==> config.mk <==
export PLATFORM = sky130hd
export DESIGN_NAME = mix_cols_engine
export DESIGN_NICKNAME = d
export VERILOG_FILES = /design/src/rtl/aes_pkg.sv /design/src/rtl/mix_col_word.sv /design/src/rtl/mix_cols_engine.sv
export SDC_FILE = /design/constraint.sdc
export NUM_CORES = 1
export LEC_CHECK = 0
export CAP_MARGIN = 20
export CORE_MARGIN = 1.5
export CORE_UTILIZATION = 50
export DETAILED_ROUTE_END_ITERATION = 8
export HOLD_SLACK_MARGIN = 0.03
export PLACE_DENSITY = 0.75
export SLEW_MARGIN = 20
export SYNTH_ARGS = -nofsm -noshare
export SYNTH_HDL_FRONTEND = slang
export SYNTH_SLANG_ARGS = --single-unit
==> constraint.sdc <==
create_clock -name clk -period 6.9 [get_ports clk]
set_clock_uncertainty 0.15 [all_clocks]
set_input_delay 1.38 -clock clk [delete_from_list [all_inputs] [get_ports clk]]
set_output_delay 1.38 -clock clk [all_outputs]
set_load 0.01 [all_outputs]
==> src/rtl/aes_pkg.sv <==
// Shared AES definitions: state/column widths, GF(2^8) helpers, engine FSM states.
package aes_pkg;

  localparam int AES_STATE_W = 128;
  localparam int AES_COL_W   = 32;

  typedef enum logic [1:0] {
    IDLE = 2'd0,
    PROC = 2'd1,
    HOLD = 2'd2
  } mc_state_e;

  // Multiply by x (0x02) modulo x^8 + x^4 + x^3 + x + 1
  function automatic logic [7:0] gf_xtime(input logic [7:0] a);
    return {a[6:0], 1'b0} ^ (a[7] ? 8'h1B : 8'h00);
  endfunction

  function automatic logic [7:0] gf_mul3(input logic [7:0] a);
    return gf_xtime(a) ^ a;
  endfunction

  // 9 = 8 + 1
  function automatic logic [7:0] gf_mul9(input logic [7:0] a);
    logic [7:0] x8;
    x8 = gf_xtime(gf_xtime(gf_xtime(a)));
    return x8 ^ a;
  endfunction

  // 0x0B = 8 + 2 + 1
  function automatic logic [7:0] gf_mulb(input logic [7:0] a);
    logic [7:0] x2;
    logic [7:0] x8;
    x2 = gf_xtime(a);
    x8 = gf_xtime(gf_xtime(x2));
    return x8 ^ x2 ^ a;
  endfunction

  // 0x0D = 8 + 4 + 1
  function automatic logic [7:0] gf_muld(input logic [7:0] a);
    logic [7:0] x4;
    logic [7:0] x8;
    x4 = gf_xtime(gf_xtime(a));
    x8 = gf_xtime(x4);
    return x8 ^ x4 ^ a;
  endfunction

  // 0x0E = 8 + 4 + 2
  function automatic logic [7:0] gf_mule(input logic [7:0] a);
    logic [7:0] x2;
    logic [7:0] x4;
    logic [7:0] x8;
    x2 = gf_xtime(a);
    x4 = gf_xtime(x2);
    x8 = gf_xtime(x4);
    return x8 ^ x4 ^ x2;
  endfunction

endpackage

==> src/rtl/mix_col_word.sv <==
// Combinational single-column MixColumns / InvMixColumns. Row 0 is the MSB byte.
module mix_col_word
  import aes_pkg::*;
#(
  parameter bit INV_EN = 1'b1
) (
  input  logic [AES_COL_W-1:0] col_in,
  input  logic                 inv,
  output logic [AES_COL_W-1:0] col_out
);

  logic [7:0] a0, a1, a2, a3;
  logic [AES_COL_W-1:0] fwd_res;
  logic [AES_COL_W-1:0] inv_res;

  assign a0 = col_in[31:24];
  assign a1 = col_in[23:16];
  assign a2 = col_in[15:8];
  assign a3 = col_in[7:0];

  // Forward matrix rows {02,03,01,01} rotated per row
  always_comb begin
    fwd_res = '0;
    fwd_res[31:24] = gf_xtime(a0) ^ gf_mul3(a1) ^ a2 ^ a3;
    fwd_res[23:16] = a0 ^ gf_xtime(a1) ^ gf_mul3(a2) ^ a3;
    fwd_res[15:8]  = a0 ^ a1 ^ gf_xtime(a2) ^ gf_mul3(a3);
    fwd_res[7:0]   = gf_mul3(a0) ^ a1 ^ a2 ^ gf_xtime(a3);
  end

  if (INV_EN) begin : g_inv
    // Inverse matrix rows {0E,0B,0D,09} rotated per row
    always_comb begin
      inv_res = '0;
      inv_res[31:24] = gf_mule(a0) ^ gf_mulb(a1) ^ gf_muld(a2) ^ gf_mul9(a3);
      inv_res[23:16] = gf_mul9(a0) ^ gf_mule(a1) ^ gf_mulb(a2) ^ gf_muld(a3);
      inv_res[15:8]  = gf_muld(a0) ^ gf_mul9(a1) ^ gf_mule(a2) ^ gf_mulb(a3);
      inv_res[7:0]   = gf_mulb(a0) ^ gf_muld(a1) ^ gf_mul9(a2) ^ gf_mule(a3);
    end
  end else begin : g_no_inv
    assign inv_res = '0;
  end

  assign col_out = (INV_EN && inv) ? inv_res : fwd_res;

endmodule

==> src/rtl/mix_cols_engine.sv <==
// AES MixColumns / InvMixColumns / bypass engine, LANES columns per cycle,
// valid/ready on both sides, result held in HOLD until the downstream takes it.
module mix_cols_engine
  import aes_pkg::*;
#(
  parameter int LANES  = 4,
  parameter bit INV_EN = 1'b1
) (
  input  logic                   clk,
  input  logic                   rst_n,
  input  logic                   in_valid,
  output logic                   in_ready,
  input  logic [AES_STATE_W-1:0] in_data,
  input  logic                   in_inv,
  input  logic                   in_bypass,
  output logic                   out_valid,
  input  logic                   out_ready,
  output logic [AES_STATE_W-1:0] out_data,
  output logic                   busy
);

  if (!(LANES == 1 || LANES == 2 || LANES == 4)) begin : g_bad_lanes
    $error("mix_cols_engine: LANES must be 1, 2 or 4");
  end

  localparam int         GROUPS   = (LANES > 0) ? (4 / LANES) : 1;
  localparam logic [1:0] LAST_GRP = 2'(GROUPS - 1);

  mc_state_e              state_q, state_d;
  logic [1:0]             col_cnt_q, col_cnt_d;
  logic [AES_STATE_W-1:0] data_q, data_d;
  logic                   inv_q, inv_d;
  logic                   byp_q, byp_d;
  logic [AES_STATE_W-1:0] res_q, res_d;

  logic accept;

  logic [1:0]           lane_idx [LANES];
  logic [AES_COL_W-1:0] lane_in  [LANES];
  logic [AES_COL_W-1:0] lane_out [LANES];

  assign accept = in_valid && in_ready;

  // Each lane works on column col_cnt*LANES+gi; column c sits at bit 96-32c, i.e. {~c,5'b0}
  for (genvar gi = 0; gi < LANES; gi++) begin : g_lane
    assign lane_idx[gi] = 2'(int'(col_cnt_q) * LANES + gi);
    assign lane_in[gi]  = data_q[{~lane_idx[gi], 5'd0} +: AES_COL_W];

    mix_col_word #(.INV_EN(INV_EN)) u_word (
      .col_in (lane_in[gi]),
      .inv    (inv_q),
      .col_out(lane_out[gi])
    );
  end

  // State and column-group counter registers
  always_ff @(posedge clk or negedge rst_n) begin
    if (!rst_n) begin
      state_q   <= IDLE;
      col_cnt_q <= '0;
    end else begin
      state_q   <= state_d;
      col_cnt_q <= col_cnt_d;
    end
  end

  // Next state: IDLE -> PROC on accept, PROC walks the groups, HOLD waits for the sink
  always_comb begin
    state_d   = state_q;
    col_cnt_d = col_cnt_q;
    case (state_q)
      IDLE: begin
        if (accept) begin
          state_d   = PROC;
          col_cnt_d = '0;
        end
      end
      PROC: begin
        if (col_cnt_q == LAST_GRP) begin
          state_d   = HOLD;
          col_cnt_d = '0;
        end else begin
          col_cnt_d = col_cnt_q + 2'd1;
        end
      end
      HOLD: begin
        if (out_ready) begin
          state_d   = in_valid ? PROC : IDLE;
          col_cnt_d = '0;
        end
      end
      default: begin
        state_d   = IDLE;
        col_cnt_d = '0;
      end
    endcase
  end

  // Handshake outputs; in HOLD the input side is open exactly when the result leaves
  always_comb begin
    in_ready  = 1'b0;
    out_valid = 1'b0;
    busy      = (state_q != IDLE);
    case (state_q)
      IDLE:    in_ready = 1'b1;
      PROC:    in_ready = 1'b0;
      HOLD: begin
        in_ready  = out_ready;
        out_valid = 1'b1;
      end
      default: in_ready = 1'b0;
    endcase
  end

  // Datapath next values: latch the transaction on accept, fill result groups in PROC
  always_comb begin
    data_d = data_q;
    inv_d  = inv_q;
    byp_d  = byp_q;
    res_d  = res_q;
    if (accept) begin
      data_d = in_data;
      inv_d  = in_inv && INV_EN;
      byp_d  = in_bypass;
    end
    if (state_q == PROC) begin
      for (int l = 0; l < LANES; l++) begin
        res_d[{~lane_idx[l], 5'd0} +: AES_COL_W] = byp_q ? lane_in[l] : lane_out[l];
      end
    end
  end

  // Datapath registers; a reset discards any transaction in flight
  always_ff @(posedge clk or negedge rst_n) begin
    if (!rst_n) begin
      data_q <= '0;
      inv_q  <= 1'b0;
      byp_q  <= 1'b0;
      res_q  <= '0;
    end else begin
      data_q <= data_d;
      inv_q  <= inv_d;
      byp_q  <= byp_d;
      res_q  <= res_d;
    end
  end

  assign out_data = res_q;

endmodule

==> results.py, run 1 <==
metrics = {
    "status": {
        "status": "completed",
    },
    "final_layout": {
        "layout_commonest_cell": "xnor2_1",
        "multi_input_area_um2": 13600,
        "layout_common_cells": "626 x xnor2_1, 263 x clkdlybuf4s50_1, 260 x dfrtp_1, 185 x xor2_1, 159 x o21ai_0",
        "synthToLayoutAreaGrowth_pct": 16.6,
        "drive_gt1_share_pct": 10.3,
        "register_area_um2": 6560,
        "nets": 2346,
        "diodes": 0,
        "utilization_pct": 59.1,
        "fillers": 3589,
        "finalInstanceArea_um2": 24700,
    },
    "clock_network": {
        "cts_tree": "yes",
        "hold_buffers": 0,
        "cts.repair.resized": 0,
        "cts_buffers": 30,
        "cts_setup_buffers": 0,
        "cts.sinks": 262,
        "clk_pin_slew_worst_paths_ns": 0.06,
        "clk_latency_ns": 0.57,
        "htree_num_levels": 1,
        "cts_root_buf": "clkbuf_16",
        "cts_buffer_depth": 3,
    },
    "route": {
        "vias": 15200,
        "dr.pass1.iters": 5,
        "ant_nets": 0,
        "wl_per_cell_um": 21.0,
        "finalWirelength_mm": 58.3,
        "drc": 0,
        "drt-initial-drc-count": 1057,
        "detail_route.vias_per_cell": 5.48,
    },
    "sta": {
        "hold_viol": 0,
        "fin_hold_ws_ns": 0.324,
        "fin_crit_sh_pct": 61.3,
        "worst_pin_slew_ns": 1.06,
        "fmaxAchievable_mhz": 236,
        "relSlewSlack_pct": 29.3,
        "rsz0062_at_grt": "no",
        "period_minus_slack_ns": 4.23,
        "final.setup.tns_ns": 0,
        "slew_viol_final": 0,
        "setup_viol": 0,
    },
    "floorplanning": {
        "die-area_um2": 43700,
        "start_util_pct": 50.7,
        "rows": 75,
        "io_pins": 265,
        "coreArea_um2": 41900,
        "fp.dieW_um": 209,
        "die_h_um": 209,
    },
    "synth": {
        "synth_top_family_by_area": "XOR/XNOR gates",
        "yosysTopAreaCell": "dfrtp_1",
        "syn_area_per_cell_um2": 10.1,
        "ys_types": 54,
        "synth_edf_count": 0,
        "synthSimpleGateAreaFrac_pct": 5.19,
        "synth_top_area_share_pct": 30.9,
        "syn_nets": 2236,
        "syn_area_um2": 21200,
        "synth_compound_area_share_pct": 8.13,
        "synth_mux_area_share_pct": 8.03,
        "ys_seq_area_share_pct": 30.9,
        "ys_warn_count": 0,
        "ys_ff_latch": 262,
        "synth_area_leaders": "dfrtp_1 31%, xnor2_1 26%, xor2_1 7.6%",
        "synth-adder-area-share_pct": 0.118,
        "yosys_most_used_dff": "dfrtp_1",
        "netlist_instances": 2100,
        "async_flop_share_pct": 100,
        "synth_xor_area_share_pct": 42.7,
    },
    "global_route": {
        "grt_max_degree": 137,
        "grt_first_pass_wirelength_mm": 91.9,
        "grt_pass1_vias": 15800,
        "track_usage_pct": 26.8,
        "grt-ovfl-total": 0,
        "antenna_found_initial": 0,
    },
    "setup_path": {
        "cp.required_ns": 5.37,
        "crit_type": "primary input to output pin",
        "critPathBufInv": 2,
        "end_kind": "output pin",
        "slowest_delay_ns": 0.56,
        "cp_cell_sequence": "clkdlybuf4s50_1 > nand2b_1 > nor2b_1 > clkdlybuf4s50_1",
        "cpMostUsedCell": "clkdlybuf4s50_1",
        "arrival_ns": 2.70,
        "start_kind": "primary input",
        "crit_fanout": 3,
        "cpMaxStageDelayCell": "clkdlybuf4s50_1",
        "critical_path.top_delay_family": "buffers and inverters",
    },
    "placed_design": {
        "port_buffers": 264,
        "place_area_um2": 23700,
        "hpwlAfterDp_mm": 42.2,
        "globalplace.congestion": 0.923,
    },
    "hold_path": {
        "holdCritPathClass": "register to register",
    },
    "flow_run": {
        "drv_cap": 0,
    },
}
synth_stat cells (all sizes together) (34+ instances only):
library cell  count
buf              89
xnor3            49
nor2             85
mux2i            34
o21ai           166
nand2           137
dfrtp           262
xor2            197
clkbuf          109
a21oi            57
mux2            121
xnor2           641
kinds of logic (layout without fill, tap and decap cells):
logic type / Yosys count / count (layout)
xor+xnor: 902 / 902
flops: 262 / 262
fa+ha+maj: 2 / 2
mux: 155 / 155
compound gates: 301 / 301
simple gates: 267 / 267
buf+inv: 211 / 345
stage by stage:
stage / worst slack, ns / cells
after floorplan: 3.54 / 2100
after global placement: 2.67 / 2717
after detailed placement: 2.68 / 2717
after CTS: 2.67 / 2773
after global routing: 2.60 / 2773
final: 2.67 / 2773
state kept, by name (all words and copies together) (netlist names):
register / count
out_data: 128
state_q: 2
col_cnt_q: 2
inv_q: 1
data_q: 128
byp_q: 1
worst reg2reg max path, stage by stage, from the launching register on:
cell and delay, ns:
dfrtp_4 0.92, buf_4 0.62, clkinv_2 0.15, nand2_1 0.69
nor2_1 0.34, a221oi_1 0.33
final cells by class:
class	count	share of cell area (%)
timing repair buffer	276	11.1
clock inverter	11	0.536
multi-input combinational	1627	55.1
inverter	13	0.202
tap	539	2.73
clock buffer	45	3.75
sequential	262	26.5
routing by layer:
metal	vias up	track usage, %	part of all wire [%]
met3	94	3.29	5.9
li1	7048	-	-
met4	0	8.45	2.8
met1	7557	36.2	44
met5	-	0	0
met2	495	44.7	48
path summary, 6_finish.rpt:
path	from	slack (ns)	to	depth (start not counted)
setup / recovery	out_ready	2.67	in_ready	4
hold / removal	out_data[19]	0.32	out_data[19]	2
setup reg to reg	byp_q	3.60	out_data[124]	5
hold reg to reg	out_data[19]	0.32	out_data[19]	2
max in group asynchronous	rst_n	4.77	inv_q	2
min in group asynchronous	rst_n	0.58	data_q[17]	1
Power of run 1 is left out: the tool's default activity adds up to more than one toggle a clock period on the data nets, which glitch-free logic cannot reach.
==> run 2: changes to the inputs <==
PLACE_DENSITY = 0.78   (was 0.75)
clock period = 3.67 ns   (was 6.9 ns; I/O delays follow)
==> results.py, run 2 (synthesis results as in run 1) <==
metrics = {
    "clock_network": {
        "clk_latency_ns": 0.59,
        "hold_buffers": 0,
        "cts.sinks": 262,
        "cts_buffers": 30,
        "cts_buffer_depth": 3,
        "cts_tree": "yes",
        "cts_root_buf": "clkbuf_16",
        "cts_setup_buffers": 0,
        "htree_num_levels": 1,
        "cts.repair.resized": 0,
        "clk_pin_slew_worst_paths_ns": 0.06,
    },
    "global_route": {
        "grt_first_pass_wirelength_mm": 93.4,
        "grt_pass1_vias": 16000,
        "antenna_found_initial": 1,
        "grt-ovfl-total": 0,
        "track_usage_pct": 27.1,
        "grt_max_degree": 101,
    },
    "setup_path": {
        "start_kind": "primary input",
        "cpMaxStageDelayCell": "clkdlybuf4s50_1",
        "cp_cell_sequence": "clkdlybuf4s50_1 > nand2b_1 > nor2b_1 > clkdlybuf4s50_1",
        "arrival_ns": 2.12,
        "critPathBufInv": 2,
        "cpMostUsedCell": "clkdlybuf4s50_1",
        "end_kind": "output pin",
        "reg2reg_slack_ns": 0.83,
        "slowest_delay_ns": 0.58,
        "crit_fanout": 3,
        "crit_type": "primary input to output pin",
        "critical_path.top_delay_family": "buffers and inverters",
        "cp.required_ns": 2.79,
    },
    "sta": {
        "relSlewSlack_pct": 44.9,
        "fmaxAchievable_mhz": 333,
        "fin_crit_sh_pct": 81.7,
        "rsz0062_at_grt": "no",
        "worst_pin_slew_ns": 0.826,
        "period_minus_slack_ns": 3.00,
        "hold_viol": 0,
        "setup_viol": 0,
        "final.setup.tns_ns": 0,
        "slew_viol_final": 0,
    },
    "placed_design": {
        "port_buffers": 264,
        "globalplace.congestion": 0.964,
        "hpwlAfterDp_mm": 42.7,
    },
    "floorplanning": {
        "start_util_pct": 50.7,
        "coreArea_um2": 41900,
        "die_h_um": 209,
        "io_pins": 265,
        "fp.dieW_um": 209,
        "die-area_um2": 43700,
        "rows": 75,
    },
    "final_layout": {
        "drive_gt1_share_pct": 11.4,
        "utilization_pct": 59.8,
        "layout_commonest_cell": "xnor2_1",
        "layout_common_cells": "626 x xnor2_1, 263 x clkdlybuf4s50_1, 260 x dfrtp_1, 185 x xor2_1, 159 x o21ai_0",
        "diodes": 0,
        "synthToLayoutAreaGrowth_pct": 18.0,
        "nets": 2372,
        "fillers": 3460,
    },
    "flow_run": {
        "drv_cap": 0,
    },
    "hold_path": {
        "holdCritPathClass": "primary input to asynchronous set/reset pin",
    },
    "route": {
        "vias": 15400,
        "detail_route.vias_per_cell": 5.51,
        "finalWirelength_mm": 58.9,
        "ant_nets": 0,
        "drc": 0,
        "dr.pass1.iters": 5,
        "drt-initial-drc-count": 999,
        "wl_per_cell_um": 21.1,
    },
    "status": {
        "status": "completed",
    },
}
## run 2: cell types whose count changed in the layout (fill, tap and decap cells not counted)
cell / change
buf_4: +21
buf_12: +5
clkbuf_8: -5
bufinv_16: +3
clkinv_2: +2
clkinv_4: +2
clkbuf_1: -1
clkinvlp_4: -1
nor2_1: +1
nor2_4: -1
## run 2: worst paths after layout
path                              start           end  cells past startpoint
min                               rst_n    data_q[41]                      1
min in group clk           out_data[53]  out_data[53]                      2
min reg2reg                out_data[53]  out_data[53]                      2
max in group asynchronous         rst_n   data_q[103]                      2
max reg2reg                  data_q[38]  out_data[44]                      7
max                           out_ready      in_ready                      4
## run 2: per-stage QoR
stage / area [um^2] / hold WS (ns) / worst slack [ns] / cells
after floorplan: 21200 / 0.288 / 0.960 / 2100
after global placement: 23900 / 0.310 / 0.671 / 2743
after detailed placement: 23900 / 0.306 / 0.666 / 2743
after CTS: 25000 / 0.0640 / 0.660 / 2799
after global routing: 25000 / 0.101 / 0.616 / 2799
final: 25000 / 0.0592 / 0.670 / 2799
## run 2: routing by layer
layer / vias up / global-route usage, % / wire [um]
met5: - / 0 / 13
met4: 2 / 7.85 / 1720
met3: 110 / 4.34 / 3290
met2: 498 / 45.1 / 28300
met1: 7702 / 36.6 / 25600
li1: 7107 / - / -
## run 2: worst register-to-register path, cell delays in order (launching register included)
cell,delay (ns)
dfrtp_1,0.65
xnor3_2,0.55
xor3_1,0.41
xnor2_1,0.16
xnor2_1,0.24
xor2_1,0.19
a21oi_1,0.08
a211o_1,0.28
## run 2: layout make-up
class	count	area, um^2	area share (%)
clock buffer	39	856	3.42
clock inverter	17	243	0.970
inverter	13	50.0	0.200
multi-input combinational	1627	13600	54.5
sequential	262	6560	26.2
tap	539	674	2.70
timing repair buffer	302	3010	12.0
Power of run 2 is left out for the same reason.
